**config.mk**
```make
export PLATFORM = sky130hd
export DESIGN_NAME = uart_tx_flat
export DESIGN_NICKNAME = d
export VERILOG_FILES = /design/src/rtl/uart_pkg.sv /design/src/rtl/uart_tx_if.sv /design/src/rtl/uart_baud_gen.sv /design/src/rtl/uart_tx.sv /design/src/flat_wrapper.sv
export SDC_FILE = /design/constraint.sdc
export NUM_CORES = 1
export LEC_CHECK = 0
export ABC_AREA = 1
export BUFFER_PORTS_ARGS = -buffer_cell sky130_fd_sc_hd__buf_2
export CAP_MARGIN = 10
export CORE_MARGIN = 2
export CORE_UTILIZATION = 60
export CTS_BUF_LIST = sky130_fd_sc_hd__clkbuf_2 sky130_fd_sc_hd__clkbuf_4 sky130_fd_sc_hd__clkbuf_8
export DETAILED_ROUTE_END_ITERATION = 8
export PLACE_DENSITY_LB_ADDON = 0.08
export SYNTH_ARGS = -nofsm -noshare
export SYNTH_HDL_FRONTEND = slang
export SYNTH_SLANG_ARGS = --single-unit
```
**constraint.sdc**
```tcl
create_clock -name clk -period 3.7 [get_ports clk]
set_input_delay 0.37 -clock clk [delete_from_list [all_inputs] [get_ports clk]]
set_output_delay 0.37 -clock clk [all_outputs]
set_load 0.01 [all_outputs]
```
**src/rtl/uart_pkg.sv**
```systemverilog
// -----------------------------------------------------------------------------
// uart_pkg
// Shared UART frame definitions used by both the transmitter and the receiver,
// so both ends agree on the frame layout:
//   1 start bit (0), 7 data bits LSB first, 1 even-parity bit, 1 stop bit (1).
// Contents: frame size constants, FSM state encoding, even-parity helper.
// -----------------------------------------------------------------------------
package uart_pkg;

    localparam int UART_DATA_BITS  = 7;
    localparam int UART_FRAME_BITS = 10;

    localparam logic [2:0] ST_IDLE   = 3'd0;
    localparam logic [2:0] ST_START  = 3'd1;
    localparam logic [2:0] ST_DATA   = 3'd2;
    localparam logic [2:0] ST_PARITY = 3'd3;
    localparam logic [2:0] ST_STOP   = 3'd4;

    // Parity bit that makes the total count of ones (data + parity) even.
    function automatic logic even_parity(input logic [UART_DATA_BITS-1:0] d);
        return ^d;
    endfunction

endpackage

```
**src/rtl/uart_tx_if.sv**
```systemverilog
// -----------------------------------------------------------------------------
// uart_tx_if
// Valid/ready word handshake into the UART transmitter.
//   tx_data  : word to send (sampled on acceptance)
//   tx_valid : producer has a word on tx_data
//   tx_ready : transmitter can accept a word
// Modports: master (word producer), slave (transmitter).
// -----------------------------------------------------------------------------
interface uart_tx_if;
    import uart_pkg::*;

    logic [UART_DATA_BITS-1:0] tx_data;
    logic                      tx_valid;
    logic                      tx_ready;

    modport master (output tx_data, output tx_valid, input tx_ready);
    modport slave  (input tx_data, input tx_valid, output tx_ready);

endinterface

```
**src/rtl/uart_baud_gen.sv**
```systemverilog
// -----------------------------------------------------------------------------
// uart_baud_gen
// Bit-period divider. Counts 0..CLKS_PER_BIT-1 while enabled and emits a
// one-cycle bit_done pulse on the last cycle of each bit. The count is held
// at zero whenever enable is low, so every enabled stretch starts a fresh bit.
// Ports:
//   clk      : system clock (rising edge)
//   rst      : asynchronous active-low reset
//   enable   : run the divider
//   bit_done : high on the final cycle of the current bit
// -----------------------------------------------------------------------------
module uart_baud_gen #(
    parameter int CLKS_PER_BIT = 16
) (
    input  logic clk,
    input  logic rst,
    input  logic enable,
    output logic bit_done
);

    localparam int CNT_W = (CLKS_PER_BIT > 1) ? $clog2(CLKS_PER_BIT) : 1;
    localparam logic [CNT_W-1:0] CNT_LAST = CNT_W'(CLKS_PER_BIT - 1);

    logic [CNT_W-1:0] cnt_q, cnt_d;

    assign bit_done = enable && (cnt_q == CNT_LAST);

    always_comb begin
        cnt_d = cnt_q;
        if (!enable || bit_done) begin
            cnt_d = '0;
        end else begin
            cnt_d = cnt_q + CNT_W'(1);
        end
    end

    always_ff @(posedge clk or negedge rst) begin
        if (!rst) begin
            cnt_q <= '0;
        end else begin
            cnt_q <= cnt_d;
        end
    end

endmodule

```
**src/rtl/uart_tx.sv**
```systemverilog
// -----------------------------------------------------------------------------
// uart_tx
// Serial UART transmitter: start(0), 7 data bits LSB first, even parity,
// stop(1). Each bit is held for CLKS_PER_BIT clocks.
// Ports:
//   clk  : system clock (rising edge)
//   rst  : asynchronous active-low reset
//   up   : word handshake (uart_tx_if.slave); tx_ready high only in IDLE
//   tx   : registered serial line, idles high
//   busy : a frame is in flight (state other than IDLE)
// -----------------------------------------------------------------------------
module uart_tx
    import uart_pkg::*;
#(
    parameter int CLKS_PER_BIT = 16
) (
    input  logic       clk,
    input  logic       rst,
    uart_tx_if.slave   up,
    output logic       tx,
    output logic       busy
);

    localparam logic [2:0] LAST_BIT = 3'(UART_DATA_BITS - 1);

    logic [2:0]                state_q,   state_d;
    logic [UART_DATA_BITS-1:0] shift_q,   shift_d;
    logic                      par_q,     par_d;
    logic [2:0]                bit_cnt_q, bit_cnt_d;
    logic                      tx_q,      tx_d;
    logic                      bit_done;
    logic                      accept;

    uart_baud_gen #(
        .CLKS_PER_BIT(CLKS_PER_BIT)
    ) u_baud (
        .clk      (clk),
        .rst      (rst),
        .enable   (state_q != ST_IDLE),
        .bit_done (bit_done)
    );

    assign accept = up.tx_valid && (state_q == ST_IDLE);

    always_comb begin
        state_d   = state_q;
        shift_d   = shift_q;
        par_d     = par_q;
        bit_cnt_d = bit_cnt_q;
        case (state_q)
            ST_IDLE: begin
                if (accept) begin
                    shift_d   = up.tx_data;
                    par_d     = even_parity(up.tx_data);
                    bit_cnt_d = '0;
                    state_d   = ST_START;
                end
            end
            ST_START: begin
                if (bit_done) state_d = ST_DATA;
            end
            ST_DATA: begin
                if (bit_done) begin
                    shift_d = shift_q >> 1;
                    if (bit_cnt_q == LAST_BIT) begin
                        bit_cnt_d = '0;
                        state_d   = ST_PARITY;
                    end else begin
                        bit_cnt_d = bit_cnt_q + 3'd1;
                    end
                end
            end
            ST_PARITY: begin
                if (bit_done) state_d = ST_STOP;
            end
            ST_STOP: begin
                if (bit_done) state_d = ST_IDLE;
            end
            default: state_d = ST_IDLE;
        endcase
    end

    // The line level is computed from the next state so the registered tx
    // changes on the same edge as the state it belongs to.
    always_comb begin
        tx_d = 1'b1;
        case (state_d)
            ST_START:  tx_d = 1'b0;
            ST_DATA:   tx_d = shift_d[0];
            ST_PARITY: tx_d = par_d;
            default:   tx_d = 1'b1;
        endcase
    end

    always_ff @(posedge clk or negedge rst) begin
        if (!rst) begin
            state_q   <= ST_IDLE;
            shift_q   <= '0;
            par_q     <= 1'b0;
            bit_cnt_q <= '0;
            tx_q      <= 1'b1;
        end else begin
            state_q   <= state_d;
            shift_q   <= shift_d;
            par_q     <= par_d;
            bit_cnt_q <= bit_cnt_d;
            tx_q      <= tx_d;
        end
    end

    assign up.tx_ready = (state_q == ST_IDLE);
    assign busy        = (state_q != ST_IDLE);
    assign tx          = tx_q;

endmodule

```
**src/flat_wrapper.sv**
```systemverilog
// flat-port wrapper written by rule: the top's interface ports become plain ports
module uart_tx_flat import uart_pkg::*;
#(
    parameter int CLKS_PER_BIT = 16
)
  (clk, rst, tx, busy, up_tx_data, up_tx_valid, up_tx_ready);
  uart_tx_if up_i ();
  input  logic clk;
  input  logic rst;
  output logic tx;
  output logic busy;
  input wire logic [$bits(up_i.tx_data)-1:0] up_tx_data;
  input wire logic [$bits(up_i.tx_valid)-1:0] up_tx_valid;
  output wire logic [$bits(up_i.tx_ready)-1:0] up_tx_ready;
  assign up_i.tx_data = up_tx_data;
  assign up_i.tx_valid = up_tx_valid;
  assign up_tx_ready = up_i.tx_ready;
  uart_tx #(.CLKS_PER_BIT(CLKS_PER_BIT)) u_core (.clk(clk), .rst(rst), .up(up_i), .tx(tx), .busy(busy));
endmodule
```
# Word level (Yosys, flattened, before mapping)
# Cells that the tools add are included.
word_totals:
  regBits: 19
  inputBits: 10
  output_inout_bits: 3
  elab_cells: 47
op_classes:
  add_sub_neg: 2
  eq_ne: 11
  n_mux: 18
  n_reduce_logical: 9
op_table:
  columns: ["cell", "count"]
  rows:
  - ["2-to-1 mux 3 bit", 9]
  - ["case mux 3 bit (5 select lines)", 1]
  - ["2-to-1 mux 7 bit", 2]
  - ["case mux 7 bit (2 select lines)", 1]
  - ["== test 3 x 2 -> 1 bit (second input constant)", 4]
  - ["XOR reduction 7 bit", 1]
  - ["== test 3 x 1 -> 1 bit (second input constant)", 2]
  - ["== test 3 bit (second input constant)", 2]
  - ["case mux 3 bit (2 select lines)", 1]
  - ["adder 4 x 1 -> 4 bit (second input constant)", 1]
  - ["== test 4 bit (second input constant)", 1]
  - ["2-to-1 mux 4 bit", 1]
  - ["adder 3 x 1 -> 3 bit (second input constant)", 1]
  - ["zero test 3 bit", 1]
  - ["case mux 1 bit (3 select lines)", 1]
  - ["AND reduction 3 bit", 1]
  - ["nonzero test 3 bit", 1]
  - ["logical AND 1 bit", 2]
  - ["2-to-1 mux 1 bit", 2]
  - ["inequality test 2 x 1 -> 1 bit (second input constant)", 1]
  - ["inequality test 2 bit (second input constant)", 1]
  - ["nonzero test 2 bit", 1]
  - ["zero test 1 bit", 1]
  - ["logical OR 1 bit", 1]

# Logic depth before layout (Yosys ltp)
# Gate-level depths: netlist of the first run.
logic_depth:
  depth_word: 6
  depth_mapped: 10
  ltp_nobuf: 10

# Cells and area by module
# From an unflattened synthesis of the first run, not the netlist that was laid out.
hier_totals:
  hier_cells: 148
  area_unflattened_um2: 1174.9
modules_own_cells:
  columns: ["module", "n_inst", "cells_per_inst", "area_each_um2", "seq_area_each_um2"]
  rows:
  - ["uart_tx", 1, 129, 987.2, 376.6]
  - ["uart_baud_gen", 1, 19, 187.7, 100.1]

# Least setup slack after synthesis of the first run
# No wires, ideal clock.
synth_timing:
  kind: "flip-flop to flip-flop"
  start: "register u_core.u_baud.cnt_q[0]"
  end: "register u_core.bit_cnt_q[2]"
  setup_time_ns: 0.063
  arrival_ns: 1.291
  t_required_ns: 3.637
  setup_slack_ns: 2.345
  path_stages_with_launch: 7
  n_path_buf: 0
  synth_period_minus_slack_ns: 1.355
  path_cell_list: "dfrtp_1 ha_1 nand3_4 nor2_4 nor2_8 nor3b_2 o21ba_2"
synth_between:
  elab_chain_cells: 4
synth_lines:
  columns: ["item", "line", "text"]
  rows:
  - ["from (decl)", "uart_baud_gen.sv:24", "logic [CNT_W-1:0] cnt_q, cnt_d;"]
  - ["from (signal assigned)", "uart_baud_gen.sv:41", "cnt_q <= cnt_d;"]
  - ["== test 4 bit", "uart_baud_gen.sv:26", "assign bit_done = enable && (cnt_q == CNT_LAST);"]
  - ["logical AND 1 bit", "uart_baud_gen.sv:26", null]
  - ["inequality test 2 bit (no source line)", null, null]
  - ["AND reduction 3 bit (no source line)", null, null]
  - ["to (signal assigned)", "uart_tx.sv:106", "bit_cnt_q <= bit_cnt_d;"]
  - ["to (decl)", "uart_tx.sv:29", "logic [2:0] bit_cnt_q, bit_cnt_d;"]
# Every way passes these cells.
# A chain may end at the register's enable or synchronous reset.

# Worst setup path in the final report of the first run
layout_timing:
  start: "register u_core.state_q[1]"
  end: "output up_tx_ready"
layout_between:
  elab_chain_cells: 1
layout_lines:
  columns: ["item", "line", "text"]
  rows:
  - ["from (decl)", "uart_tx.sv:26", "logic [2:0] state_q, state_d;"]
  - ["from (signal assigned)", "uart_tx.sv:103", "state_q <= state_d;"]
  - ["zero test 3 bit", "uart_tx.sv:111", "assign up.tx_ready = (state_q == ST_IDLE);"]
  - ["to (decl)", "flat_wrapper.sv:14", "output wire logic [$bits(up_i.tx_ready)-1:0] up_tx_ready;"]
# Every way passes these cells.

==> out/summary.txt, run 1 <==
Max Cap Viol: 0
commonest non-fill, non-tap cell in the layout: nand2_1
Total Routing Usage GR: 21.9%
RR Startpoint: u_core.u_baud.cnt_q[0]$_DFF_PN0_
GPL Wtd Cong: 0.852
Chip Height: 47.3 um
initial drt markers: 25
CTS tree: done
vias in the first global route: 815
RSZ-0062 raised after global routing: no
CTS clock-pin slew for the worst setup and hold paths: 100 ps
Setup WS post-layout: 2070 ps
DIE WIDTH: 47.3 um
Syn Area/Cell: 8.03 um2
Pint: 268 uW
Clock power frac: 32.0%
sequential share of power: 59.6%
non-filler instance count after layout: 181
Pre-Repair DR Iteration Count: 4
grt met2 use: 37.6%
Worst Path Max Fanout: 5
ratio of final minimum period to clock period: 44.0%
relative slew slack: 72.1%
Gate Count Post-Synth: 140
Root Driver: clkbuf_4
Worst Tran Pin Value: 418 ps
Setup crit start kind: register
met1 Use GR: 26.0%
crit path time final: 1630 ps
sw frac: 23.5%
hold buffers post-CTS: 0
layout cells sized above 1: 21.2%
DP Cell Count: 177
CP Capture Type: output pin
Fin Setup TNS: 0 ps
IO Port Bufs: 12
cts bufs inserted: 3
sequential area share after synthesis: 42.4%
power density cells: 281 mW/mm2
# clock sinks: 19
Syn. warnings: 0
logic gate share of total power: 8.4%
arrival time worst endpoint: 1260 ps
initial antenna violation count: 0
Core Area: 0.00175 mm2
routed len/inst: 11.0 um
Vias: 957
Final Net Count: 168
most frequent cells in the layout: nand2_1, dfrtp_1, inv_1
Worst R2R End: u_core.bit_cnt_q[2]$_DFFE_PN0P_
largest buffer count on any clock path: 2
crit path to: up_tx_ready
met3 usage: 5.77%
DR vias/cell: 5.29
Max Clock Freq: 0.614 GHz
drt drc: 0
post-DP HPWL: 1570 um
fin. max-slew vios: 0
Std-Cell Rows: 15
clk_lat worst skew: 290 ps
Final ANT Viol Nets: 0
WS Path Type: register to output pin
Netlist Area Pre-Place: 0.00112 mm2
drt total wl: 1990 um
Worst EP required: 3330 ps
Die ar.: 0.00224 mm2
Final Hold Viols: 18
R2R Setup Slk: 2150 ps
clk_skew: 0.794 ps
post-cts resize count: 0
I/O Pins: 13
antenna cells: 0
depth of the worst register-to-register path: 6
dpl ws: 2160 ps
area delta synth->final: 10.8%
worst vdd ir: 196 uV
worst hold path class: input port to asynchronous set/reset pin
violated checks: hold timing
Synth Register Bits: 19
layer with the highest usage: met2
Sw Pwr: 82.3 uW
maximum number of pins on one net before global-route repair: 20
Setup crit start: u_core.state_q[1]$_DFF_PN0_
Leak: 0.663 nW
Setup Buffers After CTS: 0
outcome: complete, but fails checks
synth unique cells: 26
H-Tree Level Count: 1
initial cell density of the core: 64.4%
WHS: -11.3 ps
gr ovfl total: 0
first-pass GRT wire length: 3360 um
syn_nets: 151
# setup viols final: 0
==> cells in the mapped netlist, drive strengths merged <==
master,instances,area (um2)
o21ba,1,10.0
o21ai,3,15.0
ha,1,12.5
nor3b,1,12.5
nor2,19,131
xnor2,1,8.76
inv,17,63.8
or2,1,6.26
a21boi,1,7.51
nand4,1,6.26
nand2,49,210
xor2,1,8.76
o211ai,5,37.5
nor3,3,15.0
dfstp,1,26.3
nand3,17,103
dfrtp,18,450
==> per-layer routing <==
| layer | wire (um) | vias to the layer above |
|---|---|---|
| met5 | 0 | - |
| met2 | 1030 | 32 |
| met1 | 834 | 440 |
| met4 | 24 | 0 |
| li1 | - | 481 |
| met3 | 105 | 4 |
==> cells by family (layout without fill, tap and decap cells) <==
| logic type | count (synthesis) | in the layout | share of synthesized area (%) |
|---|---|---|---|
| adders and majority gates | 1 | 1 | 1.11 |
| buffers and inverters | 17 | 33 | 5.67 |
| xor gates and xnor gates | 2 | 2 | 1.56 |
| and+or+nand+nor | 91 | 91 | 43.0 |
| DFF | 19 | 19 | 42.4 |
| AOI/OAI and AO/OA | 10 | 10 | 6.23 |
==> power groups by stage <==
stage	sequential (mW)	combinational (mW)	clock (mW)
floorplan	0.213	0.0157	0
global placement	0.213	0.0284	0
detailed placement	0.213	0.0299	0
CTS	0.209	0.0300	0.115
global route	0.209	0.0350	0.122
finish	0.209	0.0295	0.112
==> worst min-delay path by stage <==
stage,slack [ps],startpoint,endpoint,depth (start not counted)
after detailed placement,330,rst,u_core.u_baud.cnt_q[3]$_DFF_PN0_,1
final,-10,rst,u_core.u_baud.cnt_q[2]$_DFF_PN0_,1
after floorplan,70,rst,u_core.bit_cnt_q[0]$_DFFE_PN0P_,0
after global routing,20,rst,u_core.u_baud.cnt_q[1]$_DFF_PN0_,1
after CTS,3,rst,u_core.u_baud.cnt_q[1]$_DFF_PN0_,1
after global placement,330,rst,u_core.u_baud.cnt_q[3]$_DFF_PN0_,1
==> flip-flops by register name (all words and copies together) (netlist names) <==
signal,cells
u_core.u_baud.cnt_q,4
u_core.par_q,1
u_core.bit_cnt_q,3
u_core.shift_q,7
u_core.state_q,3
u_core.tx,1
==> worst max-delay path, stage by stage, from the launching register on <==
cell and delay (ps):
dfrtp_1 450, inv_1 120, nand2_2 70, nor2_4 160, buf_2 160
==> through the flow <==
stage                     hold WS [ps]  utilization, %  power (mW)  area (um2)
final                            -11.3            71.4       0.350        1250
after global routing              18.6            71.4       0.366        1250
after CTS                         3.15            71.4       0.354        1250
after detailed placement           334            69.7       0.243        1220
after global placement             327            69.7       0.241        1220
after floorplan                   74.4               -       0.228        1120
==> layout make-up <==
cell class / count / area [um2]
Timing Repair Buffer: 12 / 60.1
Inverter: 17 / 63.8
Sequential cell: 19 / 477
Multi-Input combinational cell: 104 / 584
Tap cell: 25 / 31.3
Fill cell: 147 / 499
Clock buffer: 4 / 30.0
Power figures use the tool's default switching activity.
==> run 2: changes to the inputs <==
CORE_UTILIZATION = 54   (was 60)
clock period = 1.39 ns   (was 3.7 ns; I/O delays follow)
==> run 2 against run 1 <==
Effect of this change:
- sequential share of layout area shrank 4.3 points
- final area rose by 13%
- via count up 7.3%
- wire length up 18%
- flip-flop and latch count is the same
- largest cell class unchanged
- total power increased to 2.7 times the previous value
- global-route usage decreased by 1.5 points
- highest routed layer unchanged
- non-clock buffer count up 13
- worst hold slack better by 140 ps
- the flow finishes with violations (setup timing)
- die area rose by 10%
==> out/summary.txt, run 2 (synthesis gave the netlist of run 1 again) <==
antenna cells: 0 (unchanged)
CP Capture Type: register
post-DP HPWL: 1640 um (+4.4%)
clk_lat worst skew: 300 ps (about the same)
Max Clock Freq: 0.695 GHz
logic gate share of total power: 8.6% (+0.2 points)
I/O Pins: 13 (unchanged)
ratio of final minimum period to clock period: 104%
initial antenna violation count: 0 (unchanged)
Post-Place Cell Area: 0.00126 mm2 (+3.3%)
cts bufs inserted: 3 (unchanged)
Setup WS post-layout: -49.5 ps (-2120 ps)
DIE WIDTH: 49.6 um (+5.0%)
Root Driver: clkbuf_4
Clock power frac: 32.5% (+0.5 points)
Setup crit start: u_core.u_baud.cnt_q[0]$_DFF_PN0_
Final ANT Viol Nets: 0 (unchanged)
layout cells sized above 1: 34.3% (+13 points)
initial cell density of the core: 57.3% (-7.1 points)
WP buf/inv: 2 (unchanged)
worst path cell trace: ha_2 -> nand3_4 -> buf_6 -> nand3_2 -> nand2_2 -> nor2_4 -> inv_2 -> nor2_1 -> nand2_1 -> nand3_2
RSZ-0062 raised after global routing: yes
commonest non-fill, non-tap cell in the layout: nand2_1
most frequent cells in the layout: nand2_1, dfrtp_1, inv_1, nand3_1
power density cells: 669 mW/mm2 (+140%)
Vias: 1027 (+7.3%)
worst vdd ir: 496 uV (+150%)
Worst EP required: 1640 ps (-1690 ps)
largest buffer count on any clock path: 2 (unchanged)
Core Area: 0.00196 mm2 (+12%)
GPL Wtd Cong: 0.778 (-8.8%)
Final Net Count: 181 (+7.7%)
Setup crit start kind: register
Total Routing Usage GR: 20.4% (-1.5 points)
slowest CP cell: dfrtp_1
clk_skew: 5.63 ps (+4.84 ps)
violated checks: setup timing
DP Cell Count: 184 (+4.0%)
H-Tree Level Count: 1 (unchanged)
# setup viols final: 2 (+2)
relative slew slack: 71.6% (-0.51 points)
arrival time worst endpoint: 1690 ps (+430 ps)
sw frac: 24.3% (+0.76 points)
Total Power: 944 uW (+170%)
RR Startpoint: u_core.u_baud.cnt_q[0]$_DFF_PN0_
Final Instance Area: 0.00141 mm2 (+13%)
fin. max-slew vios: 0 (unchanged)
WS Path Type: register to register
Chip Height: 49.6 um (+5.0%)
most frequent CP cell: nand3_2
Final Hold Viols: 0 (-18)
# clock sinks: 19 (unchanged)
Sw Pwr: 229 uW (+180%)
Pint: 715 uW (+170%)
Hold Startpoint: up_tx_data[0]
WHS: 130 ps (+141 ps)
worst hold path class: input port to register
Die ar.: 0.00246 mm2 (+10%)
maximum number of pins on one net before global-route repair: 20 (unchanged)
drt drc: 0 (unchanged)
Max Cap Viol: 0 (unchanged)
Std-Cell Rows: 16 (+1)
non-filler instance count after layout: 196 (+8.3%)
sequential share of power: 58.9% (-0.7 points)
initial drt markers: 16 (-36%)
first-pass GRT wire length: 3950 um (+17%)
crit path time final: 1440 ps
Top reg by flops: u_core.shift_q
family with the most delay on the worst path: simple AND/OR/NAND/NOR gates
routed len/inst: 11.9 um (+8.6%)
gr ovfl total: 0 (unchanged)
Worst Path Max Fanout: 4 (-1)
Pre-Repair DR Iteration Count: 4 (unchanged)
IO Port Bufs: 12 (unchanged)
Worst Tran Pin Value: 426 ps (+7.71 ps)
max reg flops: 7 (unchanged)
CTS clock-pin slew for the worst setup and hold paths: 110 ps (about the same)
biggest regs: u_core.shift_q x7, u_core.u_baud.cnt_q x4
drt total wl: 2340 um (+18%)
CTS tree: done
area delta synth->final: 25.5%
DR vias/cell: 5.24 (-0.90%)
Crit path largest cell delay: 380 ps (-70 ps)
vias in the first global route: 936 (+15%)
outcome: complete, but fails checks
Leak: 0.728 nW (+9.8%)
==> run 2: worst register-to-register path, stage by stage (launching register included) <==
cell and delay [ps]:
dfrtp_1 380, ha_2 210, nand3_4 120, buf_6 150
nand3_2 60, nand2_2 70, nor2_4 130, inv_2 40
nor2_1 100, nand2_1 80, nand3_2 60
==> run 2: repair_timing <==
| item | CTS | global route |
|---|---|---|
| setup endpoints to repair | 6 | 8 |
| pin swaps | 4 | 8 |
| gates resized for setup | 7 | 13 |
| buffers inserted | 5 | 3 |
| hold endpoints to repair | 18 | 0 |
| hold buffers | 1 | 0 |
==> run 2: path summary, 6_finish.rpt <==
kind                                                    endpoint  slack [ps]  cells past startpoint
worst max register to register               u_core.tx$_DFF_PN1_         -50                     10
worst min-delay path                 u_core.shift_q[0]$_DFF_PN0_         130                      3
worst min register to register       u_core.shift_q[0]$_DFF_PN0_         500                      2
max in group asynchronous                    u_core.tx$_DFF_PN1_         770                      2
min in group asynchronous       u_core.u_baud.cnt_q[0]$_DFF_PN0_         290                      2
worst max-delay path                         u_core.tx$_DFF_PN1_         -50                     10
==> run 2: layout make-up <==
| cell class | count | area [um2] |
|---|---|---|
| Clock buffer | 4 | 30.0 |
| Fill cell | 174 | 551 |
| Inverter | 17 | 66.3 |
| Multi-Input combinational cell | 104 | 628 |
| Sequential cell | 19 | 479 |
| Tap cell | 27 | 33.8 |
| Timing Repair Buffer | 25 | 174 |
==> run 2: stage by stage <==
step	utilization [%]	TNS, ps	setup WS (ps)
2_1_floorplan	-	0	35.1
3_3_place_gp	64.0	-1.24	-1.24
3_5_place_dp	64.0	-69.4	-63.0
4_1_cts	68.6	-0.277	-0.277
5_1_grt	71.9	-325	-121
6_report	71.9	-81.6	-49.5
==> run 2: routing by layer <==
layer | share of wire [%] | track usage [%]
met5 | 0 | 0
met4 | 0.51 | 5.56
met3 | 3.3 | 4.24
met2 | 53 | 37.1
met1 | 43 | 24.1
==> run 2: power groups by stage <==
| stage | Combinational (mW) | Sequential, mW | Clock [mW] |
|---|---|---|---|
| floorplan | 0.0418 | 0.566 | 0 |
| global placement | 0.0759 | 0.566 | 0 |
| detailed placement | 0.0801 | 0.566 | 0 |
| CTS | 0.0825 | 0.556 | 0.308 |
| global route | 0.0986 | 0.556 | 0.324 |
| finish | 0.0815 | 0.556 | 0.307 |
==> run 3: changes to the inputs <==
SYNTH_HIERARCHICAL = 1   (was default)
==> run 3 against run 2 <==
Effect of this change:
- the run still ends with setup timing left
- clock skew increased by 4.5 ps
- sequential power about the same
- clock power fell by 6%
- global-route usage rose by 0.88 points
- worst setup slack worse by 220 ps
- flip-flop and latch count is the same
- worst hold slack gained 30 ps
- critical path type unchanged
- critical endpoint is now u_core/tx$_DFF_PN1_
- highest routed layer unchanged
==> out/summary.txt, run 3 <==
biggest regs: u_core/shift_q x7, u_core/u_baud/cnt_q x4
ys async rst share: 100% (unchanged)
maximum number of pins on one net before global-route repair: 20 (unchanged)
WS Path Type: register to register
Die ar.: 0.00256 mm2 (+4.1%)
RR Startpoint: u_core/u_baud/cnt_q[1]$_DFF_PN0_
CTS clock-pin slew for the worst setup and hold paths: 100 ps (about the same)
largest buffer count on any clock path: 2 (unchanged)
Post-synth top flop: dfrtp_1
Setup WS post-layout: -269 ps (-219 ps)
Setup crit start kind: register
DR vias/cell: 5.12 (-2.4%)
drt total wl: 2670 um (+14%)
power density cells: 569 mW/mm2 (-15%)
Chip Height: 50.6 um (+2.0%)
area used by multi-input combinational logic: 701 um2 (+12%)
Max Clock Freq: 0.603 GHz (-13%)
Max Cap Viol: 0 (unchanged)
area delta synth->final: 39.5%
R2R Setup Slk: -270 ps (-220 ps)
Top reg by flops: u_core/shift_q
Hold Crit Endpoint: u_core/shift_q[4]$_DFFE_PN0P_
Gate Count Post-Synth: 148 (+5.7%)
# setup viols final: 14 (+12)
Worst Tran Pin Value: 418 ps (-7.15 ps)
share of the synthesized area in the top cell type: 38.3% (-1.7 points)
post-DP HPWL: 1900 um (+16%)
depth of the worst register-to-register path: 11 (+1)
sequential area share after synthesis: 40.6% (-1.8 points)
Final ANT Viol Nets: 0 (unchanged)
Std-Cell Rows: 16 (unchanged)
relative slew slack: 72.1% (+0.48 points)
Final Net Count: 202 (+12%)
clk_lat worst skew: 300 ps (about the same)
Syn Area/Cell: 7.94 um2 (-1.2%)
Final Hold Viols: 0 (unchanged)
Syn. warnings: 6 (+6)
antenna cells: 0 (unchanged)
dominant cell type by area after synthesis: dfrtp_1
IO Port Bufs: 12 (unchanged)
Total Routing Usage GR: 21.3% (+0.88 points)
clk_skew: 10.1 ps (+4.46 ps)
Core Area: 0.00200 mm2 (+2.0%)
Hold Startpoint: up_tx_data[4]
syn_nets: 159 (+5.3%)
Pre-Repair DR Iteration Count: 6 (+2)
Leak: 0.820 nW (+13%)
worst hold path class: input port to register
Worst EP required: 1620 ps (-20 ps)
worst hold path depth: 3 (unchanged)
cts bufs inserted: 3 (unchanged)
worst vdd ir: 569 uV (+15%)
Vias: 1110 (+8.1%)
initial drt markers: 19 (+3)
I/O Pins: 13 (unchanged)
outcome: complete, but fails checks
initial cell density of the core: 58.7% (+1.4 points)
initial antenna violation count: 0 (unchanged)
CP Capture Type: register
WHS: 160 ps (+30.3 ps)
Reg area: 477 um2 (-0.52%)
# clock sinks: 19 (unchanged)
vias in the first global route: 1007 (+7.6%)
max reg flops: 7 (unchanged)
fin. max-slew vios: 0 (unchanged)
fillers: 127 (-27%)
Root Driver: clkbuf_4
first-pass GRT wire length: 4080 um (+3.3%)
gr ovfl total: 0 (unchanged)
Fin Setup TNS: -2640 ps (-2560 ps)
Final Util: 81.9% (+9.9 points)
RSZ-0062 raised after global routing: yes
top cells by count, synth: nand2_1, inv_1, dfrtp_1, nor2_1, nand3_1
most frequent cell after synthesis: nand2_1
most frequent cells in the layout: nand2_1, buf_4, inv_1, dfrtp_1, nor2_1
Post-synth EDFFs: 0 (unchanged)
synth unique cells: 29 (+12%)
H-Tree Level Count: 1 (unchanged)
arrival time worst endpoint: 1890 ps (+200 ps)
CTS tree: done
Synth area leaders: dfrtp_1, nand2_1, inv_1
layout cells sized above 1: 44.7% (+10 points)
ratio of final minimum period to clock period: 119% (+16 points)
Synth Register Bits: 19 (unchanged)
Worst Path Max Fanout: 4 (unchanged)
drt drc: 0 (unchanged)
GPL Wtd Cong: 0.815 (+4.8%)
crit path time final: 1660 ps (+219 ps)
commonest non-fill, non-tap cell in the layout: nand2_1
DIE WIDTH: 50.6 um (+2.0%)
violated checks: setup timing
Worst R2R End: u_core/tx$_DFF_PN1_
routed len/inst: 12.3 um (+3.0%)
Netlist Area Pre-Place: 0.00117 mm2 (+4.4%)
==> run 3: cell count changes in the layout (fill, tap and decap cells not counted), moves of 3 or more <==
cell      delta
a21oi_1      +3
a21oi_2      +3
buf_4        +9
buf_6        +5
inv_1        +6
inv_2        +3
nand2_1      -8
nand2_2      +4
nand3_1      -4
nor2_4       -3
o211ai_1     -4
o221ai_2     +5
==> run 3: layer usage <==
metal | share of wire [%] | track usage, %
met1 | 46 | 26.0
met2 | 51 | 35.1
met3 | 2.7 | 5.65
met4 | 1.1 | 9.46
met5 | 0 | 0
==> run 3: cells by family after synthesis <==
group	Yosys count	share of synthesized area (%)
adder cells (fa/ha/maj)	1	1.06
AND/OR/NAND/NOR	82	38.3
flip-flops	19	40.6
buffers and inverters	26	8.73
AO/OA/AOI/OAI	19	10.5
XOR/XNOR	1	0.746
==> run 3: worst max path at each step <==
stage / endpoint / from / slack [ps] / cells after the start
2_1_floorplan: u_core/tx$_DFF_PN1_ / u_core/state_q[0]$_DFF_PN0_ / -300 / 11
3_3_place_gp: u_core/tx$_DFF_PN1_ / u_core/u_baud/cnt_q[0]$_DFF_PN0_ / -90 / 11
3_5_place_dp: u_core/tx$_DFF_PN1_ / u_core/u_baud/cnt_q[1]$_DFF_PN0_ / -130 / 11
4_1_cts: u_core/tx$_DFF_PN1_ / u_core/u_baud/cnt_q[1]$_DFF_PN0_ / -150 / 11
5_1_grt: u_core/tx$_DFF_PN1_ / u_core/u_baud/cnt_q[1]$_DFF_PN0_ / -380 / 8
6_report: u_core/tx$_DFF_PN1_ / u_core/u_baud/cnt_q[1]$_DFF_PN0_ / -270 / 11
==> run 3: timing repair <==
action                                  in CTS  in global routing
resized for setup                            3                 25
endpoints found under the setup margin      12                 17
pin swaps                                    0                 14
hold buffers                                 1                  0
hold endpoints to repair                    18                  0
buffers inserted                             2                  5
==> run 3: worst max-delay path, cell delays in order (launching register included) <==
cell and delay (ps):
dfrtp_1 380, ha_2 200, nand2_2 80, nor3b_4 300, inv_2 100, nand3_2 80, nand2_2 60, nor2_4 130
inv_2 60, nor2_2 80, nand2_2 70, nand3_2 60
==> run 3: per-stage QoR <==
step           std cells  cell area [um2]  total power, mW  worst slack, ps
6_report             217             1640            0.933             -269
5_1_grt              217             1640            0.982             -378
4_1_cts              212             1500            0.936             -153
2_1_floorplan        148             1210            0.608             -299
3_3_place_gp         205             1440            0.646            -90.5
3_5_place_dp         205             1440            0.650             -131
==> run 3: report_power, final <==
group	internal, mW	total, mW	leakage, nW	switching, mW
registers	0.553	0.553	0.227	0
logic	0.0305	0.0902	0.575	0.0597
clock network	0.131	0.290	0.0184	0.159
==> run 3: area by class of cell <==
type	count	share of cell area, %
flip-flops and latches	19	29.1
repair buffers	38	17.9
clock buffers	4	1.83
inverters	26	6.41
multi-input cells	103	42.7
well taps	27	2.06
